<file path="src/rtl/dmx8_seq.sv">
// -----------------------------------------------------------------------------
// dmx8_seq : registered 1-to-8 demultiplexer / distributor
//
// Routes one WIDTH-bit word into one of eight held output lanes. The lane is
// picked by an explicit 3-bit select (addressed mode, mode=0) or by an
// internal wrap-around pointer (sequential mode, mode=1). It tracks which lanes
// hold data and pulses frame_done after the eighth sequential write.
//
// Optional build macro: DMX8_PARITY_EN adds output y_par (even parity per lane).
//
// Ports:
//   clk        rising-edge clock
//   reset_n    synchronous reset, active-low
//   d_in       data word to distribute
//   valid_in   write strobe
//   s          lane select (addressed mode only)
//   mode       0 = addressed (lane = s), 1 = sequential (lane = ptr)
//   clear      synchronous frame clear (lane_valid/ptr only, data kept)
//   y          packed lanes, lane k is y[k*WIDTH +: WIDTH]
//   lane_valid bit k set once lane k is written since reset/clear
//   ptr        current sequential pointer
//   all_valid  all eight lanes valid
//   frame_done one-cycle pulse after a write with ptr==7 in sequential mode
//   y_par      (DMX8_PARITY_EN only) XOR reduction of the word held in lane k
//
// Handshake: valid_in is a one-sided strobe with no ready; the block accepts
// a word on every rising edge where valid_in=1, clear=0 and reset_n=1. There
// is no back-pressure, so a strobed word is never stalled.
// -----------------------------------------------------------------------------
module dmx8_seq #(
    parameter int WIDTH = 4
) (
    input  logic               clk,
    input  logic               reset_n,
    input  logic [WIDTH-1:0]   d_in,
    input  logic               valid_in,
    input  logic [2:0]         s,
    input  logic               mode,
    input  logic               clear,
    output logic [8*WIDTH-1:0] y,
    output logic [7:0]         lane_valid,
    output logic [2:0]         ptr,
    output logic               all_valid,
    output logic               frame_done
`ifdef DMX8_PARITY_EN
    ,
    output logic [7:0]         y_par
`endif
);

    logic [WIDTH-1:0] lanes [8];
    logic [2:0]       lane;

    // s and mode only matter when a write actually happens.
    assign lane = mode ? ptr : s;

    always_ff @(posedge clk) begin
        if (!reset_n) begin
            for (int k = 0; k < 8; k++) begin
                lanes[k] <= '0;
            end
            lane_valid <= '0;
            ptr        <= '0;
            frame_done <= 1'b0;
        end else begin
            frame_done <= 1'b0;
            if (clear) begin
                // Clear drops any simultaneous write; lane data is retained.
                lane_valid <= '0;
                ptr        <= '0;
            end else if (valid_in) begin
                for (int k = 0; k < 8; k++) begin
                    if (lane == 3'(k)) begin
                        lanes[k] <= d_in;
                    end
                end
                lane_valid[lane] <= 1'b1;
                if (mode) begin
                    ptr        <= ptr + 3'd1;
                    frame_done <= (ptr == 3'd7);
                end
            end
        end
    end

`ifdef DMX8_PARITY_EN
    // Parity follows the lane data: written on the same edge, kept on clear.
    always_ff @(posedge clk) begin
        if (!reset_n) begin
            y_par <= '0;
        end else if (!clear && valid_in) begin
            y_par[lane] <= ^d_in;
        end
    end
`endif

    for (genvar g = 0; g < 8; g++) begin : g_pack
        assign y[g*WIDTH +: WIDTH] = lanes[g];
    end

    assign all_valid = &lane_valid;

endmodule

</file>
<file path="config.mk">
export PLATFORM = sky130hd
export DESIGN_NAME = dmx8_seq
export DESIGN_NICKNAME = d
export VERILOG_FILES = /design/src/rtl/dmx8_seq.sv
export SDC_FILE = /design/constraint.sdc
export NUM_CORES = 1
export LEC_CHECK = 0
export CORE_ASPECT_RATIO = 1.2
export CORE_MARGIN = 2
export CORE_UTILIZATION = 49
export CTS_BUF_LIST = sky130_fd_sc_hd__clkbuf_16
export DETAILED_ROUTE_END_ITERATION = 7
export HOLD_SLACK_MARGIN = 0.02
export PLACE_DENSITY = 0.95
export SLEW_MARGIN = 20
export SYNTH_ARGS = -nofsm -noshare
export SYNTH_HDL_FRONTEND = slang
export SYNTH_SLANG_ARGS = --single-unit
</file>
<file path="constraint.sdc">
create_clock -name clk -period 3.43 [get_ports clk]
set_input_delay 0.343 -clock clk [delete_from_list [all_inputs] [get_ports clk]]
set_output_delay 0.343 -clock clk [all_outputs]
set_load 0.1 [all_outputs]
</file>
======== Yosys cells after proc, flatten, opt, wreduce, memory -nomap -nowiden ========
Memory sizes are Yosys's and may differ from the RTL's.
Cells that the tools add are included.
W data, S select, Z words.
operators by class
  magnitude comparators ................... 2
  bitwise logic cells ..................... 12
  multiplexer cells ....................... 52
  reductions and logical operators ........ 6
  eq/ne operators ......................... 8
  $add $sub $neg .......................... 1
operators with widths
  cell                   number
  $mux W1                42
  $mux W4                8
  $eq A3 B3 Y1 const B   5
  $or A1 B1 Y1           8
  $or A8 B8 Y8           1
  $reduce_and A8 Y1      1
  $eq A3 B2 Y1 const B   2
  $lt A3 B4 Y1 const B   1
  $reduce_or A4 Y1       1
  $add A3 B1 Y3 const B  1
  $demux W1 S3           1
  $eq A3 B1 Y1 const B   1
  $ge A3 B1 Y1 const B   1
  $logic_not A3 Y1       1
  $mux W3                1
  $not A1 Y1             3
  $reduce_and A2 Y1      1
  $reduce_or A2 Y1       1
  $logic_and A1 B1 Y1    1
storage, ports and cells
  output and inout bits ................... 45
  memories kept ........................... 1
  input port bits ......................... 12
  bits in registers ....................... 12
  memory bits (writable) .................. 32
memories
  name   depth  width  rd ports  clocked after memory_dff  wr ports  line  RTL
  lanes  8      4      8         0                         8         51    logic [WIDTH-1:0] lanes [8];

======== Depth between registers and ports, before layout ========
Gate-level depths: netlist (run 1).
  word-level depth ........................ 8
  gate-level depth with buffers ........... 5
  depth with buffers taken out ............ 4

======== Worst setup path before layout (run 1) ========
Ideal clock, no wire load.
  path kind ............................... reg-to-output
  from .................................... register lane_valid[6]
  to ...................................... output port all_valid
  setup slack ............................. 658 ps
  path buffers ............................ 0
  stages on the path, launching flop included .. 3
  arrival time ............................ 2429 ps
  cell sequence ........................... dfxtp_1 -> nand4_1 -> nor2_1
on the way
  cells in the longest elaborated chain, start to end .. 1
RTL lines
  what                              line  RTL
  start: declaration                41    output logic [7:0] lane_valid,
  start signal: assignment          62    lane_valid <= '0;
  start signal: assignment          69    lane_valid <= '0;
  start signal: indexed assignment  77    lane_valid[lane] <= 1'b1;
  $reduce_and A8 Y1                 101   assign all_valid = &lane_valid;
  end: declaration                  43    output logic all_valid,
No other way between the ends.

==> reports/qor.yml, run 1 <==
power_and_ir_drop:
  power.density_mw_per_mm2: 529
  p_leak_nw: 0.913
  ir_drop_uv: 346
  total_power_mw: 1.34
clock_network:
  cts_tree: "yes"
  htreeDepth: 2
  cts_buffers: 5
  cts-root-buf: "clkbuf_16"
  cts_buffer_depth: 2
  cts_sinks: 44
  clock_latency_ns: 0.28
  postCtsHoldBufs: 0
  cts_resized: 0
  clk_pin_slew_ns: 0.06
  postCtsSetupBuffers: 0
global_route:
  grt_pass1_wl_mm: 6.32
  grt_pass1_vias: 1269
  gr-total-overflow: 0
  track_usage: 0.206
  antenna_found_initial: 0
  grt_max_degree: 20
route:
  vias: 1352
  first_pass_iters: 5
  routed_wl_mm: 4.02
  drt_drc_violations_left: 0
  wire_per_inst_um: 16.5
  viasPerCell: 5.56
  drt.antenna.violating_nets: 0
  drt_iter0_drc: 88
placed_design:
  placed_area_sq_mm: 0.00239
  port_buffers: 56
  dp_hpwl_mm: 2.92
  dp_cells: 235
  gp_congestion: 0.830
  dp_slack_ns: 0.758
layout:
  drive_above_1_share: 0.0637
  utilization: 0.707
  areaGrowthSynthToFinish_pct: 39.6
  antenna_cells: 0
  nNetsFinal: 217
  final_area_sq_mm: 0.00253
  nFillCells: 253
  instances_no_fill: 243
setup_path:
  crit_fanout: 14
  cp_top_family: "buffers and inverters"
  crit_slowest_cell: "clkdlybuf4s50_1"
  critPathMaxStageDelay_ns: 0.83
  start_kind: "input port"
  cp.buffers_inverters: 1
  cp.required_ns: 3.35
  cp.arrival_ns: 2.31
  path_cells: "clkdlybuf4s50_1 -> mux2i_4 -> nand2_1 -> o21ai_0"
  end_kind: "flip-flop"
  crit_type: "in -> reg"
die:
  fp.dieH_um: 70.6
  start_util: 0.507
  ioPinCount: 57
  dieArea_sq_mm: 0.00420
  core_area_sq_mm: 0.00357
  row_count: 24
  die_w_um: 59.5
timing:
  finalCritPeriodShare: 0.698
  hold_violations: 0
  tightest_slew_ns: 0.987
  fin_ws_ns: 1.04
  fin_crit_ns: 2.39
  fin_tns_setup_ns: 0
  finalSetupViolCount: 0
  hold_ws_ns: 0.486
  slew_violations: 0
  worst_clock_skew_ns: 0.00391
  relSlewSlack: 0.340
  max_freq_mhz: 418
  grt_setup_unrepaired: "no"
synth:
  synth.area.top_cells: "edfxtp_1, dfxtp_1, nor2_1"
  syn_area_per_cell_sq_um: 12.5
  synth_nets: 159
  seq_area_frac_synth: 0.663
  yosysTopAreaCell: "edfxtp_1"
  synth_area_sq_mm: 0.00181
  ys_warn_count: 0
  synth_top_area_share: 0.531
  synth_cell_types: 30
  synth_seq_cells: 44
  synthCells: 145
run:
  cap_violations: 0
worst_hold_path:
  min-delay-path-class: "reg -> reg"
outcome:
  status: "finished, final reports clean"
power by group:
part / switching [mW] / internal (mW)
Clock: 0.187 / 0.265
Combinational: 0.223 / 0.0610
Sequential: 0.00790 / 0.595
sequential cells by signal, summed over array words and instances, names as in the netlist:
signal / flops
frame_done: 1
lane_valid: 8
lanes: 32
ptr: 3
cells in the final DEF, fill, tap and decap left out, types with 2 or more instances in the layout:
cell type,n
clkdlybuf4s50_1,56
edfxtp_1,32
nor2_1,22
o21ai_0,14
and2_1,13
dfxtp_1,12
nand3_1,8
nand2_1,7
clkbuf_16,5
nand3b_1,4
and3b_1,3
nor3b_2,2
nand4_1,2
a21oi_1,2
o21ai_1,2
o2111a_1,2
o31ai_1,2
a21o_1,2
ha_1,2
clkinv_2,2
per-layer routing:
layer | global-route usage | share of wire | vias up
met5 | 0 | 0 | -
met4 | 0.0864 | 0.021 | 0
met3 | 0.0622 | 0.063 | 9
met2 | 0.347 | 0.53 | 72
met1 | 0.241 | 0.38 | 632
li1 | - | - | 639
cell type report:
cell class / instances / area, sq um / share of cell area
Sequential cell: 44 / 1200 / 0.475
Multi-Input combinational cell: 96 / 578 / 0.229
Timing Repair Buffer: 56 / 561 / 0.222
Clock buffer: 5 / 125 / 0.0495
Tap cell: 39 / 48.8 / 0.0193
Clock inverter: 3 / 13.8 / 0.00545
path summary, 6_finish.rpt:
check        slack, ns  cells past startpoint                    endpoint                        from
max               1.04                      4   lanes[0][6]$_SDFFCE_PN0P_                        mode
min               0.49                      1  lane_valid[3]$_SDFFE_PP0P_  lane_valid[3]$_SDFFE_PP0P_
max reg2reg       1.64                      3   lanes[0][8]$_SDFFCE_PN0P_         ptr[0]$_SDFFE_PP0N_
min reg2reg       0.49                      1  lane_valid[3]$_SDFFE_PP0P_  lane_valid[3]$_SDFFE_PP0P_
logic make-up after synthesis:
logic type | synth area share
fa+ha+maj | 0.0138
flops | 0.663
simple gates | 0.203
buf+inv | 0.0173
mux | 0.0187
xor+xnor | 0.00484
compound gates | 0.0788
cell usage after synthesis, drive strengths merged:
master,count
nand3b,4
and2,13
xnor2,1
dfxtp,12
a21o,2
clkbuf,2
nor2b,1
a21oi,2
and3b,3
nand2b,1
nand3,8
and2b,1
edfxtp,32
o31ai,2
nand4,2
o2111a,2
o21ai,16
nor3b,3
buf,3
mux2i,1
nor2,22
mux2,1
ha,2
and3,1
nor3,1
nand2,7
Note: power is estimated with default switching activity, not from simulation.
==> inputs of run 2 (changes only) <==
--- a/config.mk
+++ b/config.mk
@@ -7,11 +7,11 @@
 export LEC_CHECK = 0
 export CORE_ASPECT_RATIO = 1.2
 export CORE_MARGIN = 2
-export CORE_UTILIZATION = 49
+export CORE_UTILIZATION = 46
 export CTS_BUF_LIST = sky130_fd_sc_hd__clkbuf_16
 export DETAILED_ROUTE_END_ITERATION = 7
 export HOLD_SLACK_MARGIN = 0.02
-export PLACE_DENSITY = 0.95
+export PLACE_DENSITY = 0.9
 export SLEW_MARGIN = 20
 export SYNTH_ARGS = -nofsm -noshare
 export SYNTH_HDL_FRONTEND = slang
==> constraint.sdc (replaced) <==
create_clock -name clk -period 2.4 [get_ports clk]
set_input_delay 0.24 -clock clk [delete_from_list [all_inputs] [get_ports clk]]
set_output_delay 0.24 -clock clk [all_outputs]
set_load 0.1 [all_outputs]
==> run 2 against run 1 <==
Setup slack got worse by 0.62 ns. Clock-buffer cell count did not move. Largest power group unchanged. Register-to-register slack got worse by 0.94 ns. Core utilization fell by 4.9 points. Highest routed layer unchanged. Via count rose by 2.3%. Final cell count rose by 9.9%. Critical endpoint is now lanes[1][5]$_SDFFCE_PN0P_. Sequential power rose by 43%.
==> reports/qor.yml, run 2 (same netlist as run 1, synthesis figures left out) <==
outcome:
  status: "finished, final reports clean"
clock_network:
  cts_buffer_depth: 2
  postCtsHoldBufs: 0
  cts_buffers: 5
  clk_pin_slew_ns: 0.06
  postCtsSetupBuffers: 0
  htreeDepth: 2
  clock_latency_ns: 0.28
  cts_sinks: 44
  cts_resized: 0
  cts-root-buf: "clkbuf_16"
  cts_tree: "yes"
timing:
  hold_violations: 0
  finalSetupViolCount: 0
  finalCritPeriodShare: 0.826
  tightest_slew_ns: 0.628
  grt_setup_unrepaired: "no"
  slew_violations: 0
  fin_crit_ns: 1.98
  relSlewSlack: 0.577
  max_freq_mhz: 505
  fin_tns_setup_ns: 0
  worst_clock_skew_ns: 0.00303
placed_design:
  port_buffers: 56
  placed_area_sq_mm: 0.00236
  dp_cells: 259
  gp_congestion: 0.845
  dp_hpwl_mm: 2.97
setup_path:
  cp.required_ns: 2.32
  r2r_end: "lanes[1][13]$_DFFE_PP_"
  start_kind: "input port"
  path_cells: "clkdlybuf4s50_1 -> mux2i_4 -> nand2_1 -> o21ai_0"
  critPathMaxStageDelay_ns: 0.62
  reg2reg_setup_slack_ns: 0.70
  end_kind: "flip-flop"
  cp.arrival_ns: 1.90
  crit_type: "in -> reg"
  cp_top_family: "buffers and inverters"
  crit_slowest_cell: "clkdlybuf4s50_1"
  crit_fanout: 8
  r2r_start: "ptr[1]$_SDFFE_PP0N_"
  reg2reg_depth: 3
  cp.buffers_inverters: 1
die:
  dieArea_sq_mm: 0.00446
  fp.dieH_um: 72.7
  row_count: 25
  ioPinCount: 57
  die_w_um: 61.3
  core_area_sq_mm: 0.00385
  start_util: 0.471
route:
  routed_wl_mm: 3.98
  viasPerCell: 5.18
  vias: 1383
  drt_iter0_drc: 61
  first_pass_iters: 4
  wire_per_inst_um: 14.9
  drt.antenna.violating_nets: 0
  drt_drc_violations_left: 0
worst_hold_path:
  min-delay-path-class: "reg -> reg"
  hold_start: "lane_valid[3]$_SDFFE_PP0P_"
  hold_depth: 1
  hold_end: "lane_valid[3]$_SDFFE_PP0P_"
global_route:
  grt_pass1_vias: 1349
  antenna_found_initial: 0
  grt_pass1_wl_mm: 6.34
  track_usage: 0.196
  gr-total-overflow: 0
  grt_max_degree: 19
layout:
  final_common_cell: "buf_4"
  nFillCells: 290
  largest_reg_flops: 32
  areaGrowthSynthToFinish_pct: 39.9
  largest-register: "lanes"
  top_regs: "lanes: 32 flops, lane_valid: 8 flops, ptr: 3 flops"
  final_area_sq_mm: 0.00253
  instances_no_fill: 267
  utilization: 0.658
  nNetsFinal: 226
  most-common-layout-cells: "buf_4, edfxtp_1, nor2_1"
  antenna_cells: 0
  drive_above_1_share: 0.319
power_and_ir_drop:
  power.density_mw_per_mm2: 801
  p_leak_nw: 1.02
  ir_drop_uv: 413
run:
  cap_violations: 0
-- run 2: changes by cell type in the layout (fill, tap and decap cells not counted), sizes merged --
cell / delta
buf: +54
bufinv: +1
clkdlybuf4s50: -45
clkinv: -1
clkinvlp: +1
inv: -1
-- run 2: routing by layer --
metal  up-vias  track usage  wire length (um)
met3         6       0.0550               205
met5         -            0                 0
met2        58        0.317              2160
li1        656            -                 -
met4         0        0.109                74
met1       663        0.231              1540
-- run 2: area by class of cell --
type                       count  area [sq um]  area share
multi-input combinational     96           581       0.229
sequential                    44          1200       0.474
clock buffer                   5           125      0.0494
timing repair buffer          65           515       0.204
tap                           54          67.6      0.0267
clock inverter                 3          42.5      0.0168
-- run 2: metrics by stage --
stage	total power, mW	hold WS [ns]	setup slack, ns
after floorplan	1.18	0.429	0.148
after global placement	1.28	0.475	0.269
after detailed placement	1.28	0.481	0.140
after CTS	2.04	0.495	0.440
after global routing	2.08	0.508	0.355
final	2.03	0.493	0.419
-- run 2: how the worst max path moves through the flow --
stage	from	to	slack, ns	cells past startpoint
floorplan	lane_valid[4]$_SDFFE_PP0P_	all_valid	0.15	2
global placement	mode	lanes[0][3]$_SDFFCE_PN0P_	0.27	6
detailed placement	mode	lanes[1][7]$_SDFFCE_PN0P_	0.14	4
CTS	mode	lanes[1][5]$_SDFFCE_PN0P_	0.44	4
global route	mode	lanes[1][4]$_SDFFCE_PN0P_	0.35	4
finish	mode	lanes[1][5]$_SDFFCE_PN0P_	0.42	4
-- run 2: worst register-to-register path: cells and delay by family, from the launching register on --
family             cells  cell delay (ns)
AOI/OAI and AO/OA      1             0.55
DFF                    1             0.45
muxes                  1             0.24
and+or+nand+nor        1             0.11
-- run 2: report_power, final --
group	total, mW	internal [mW]	switching (mW)
sequential	0.861	0.849	0.0115
combinational	0.406	0.0858	0.320
clock	0.763	0.488	0.274
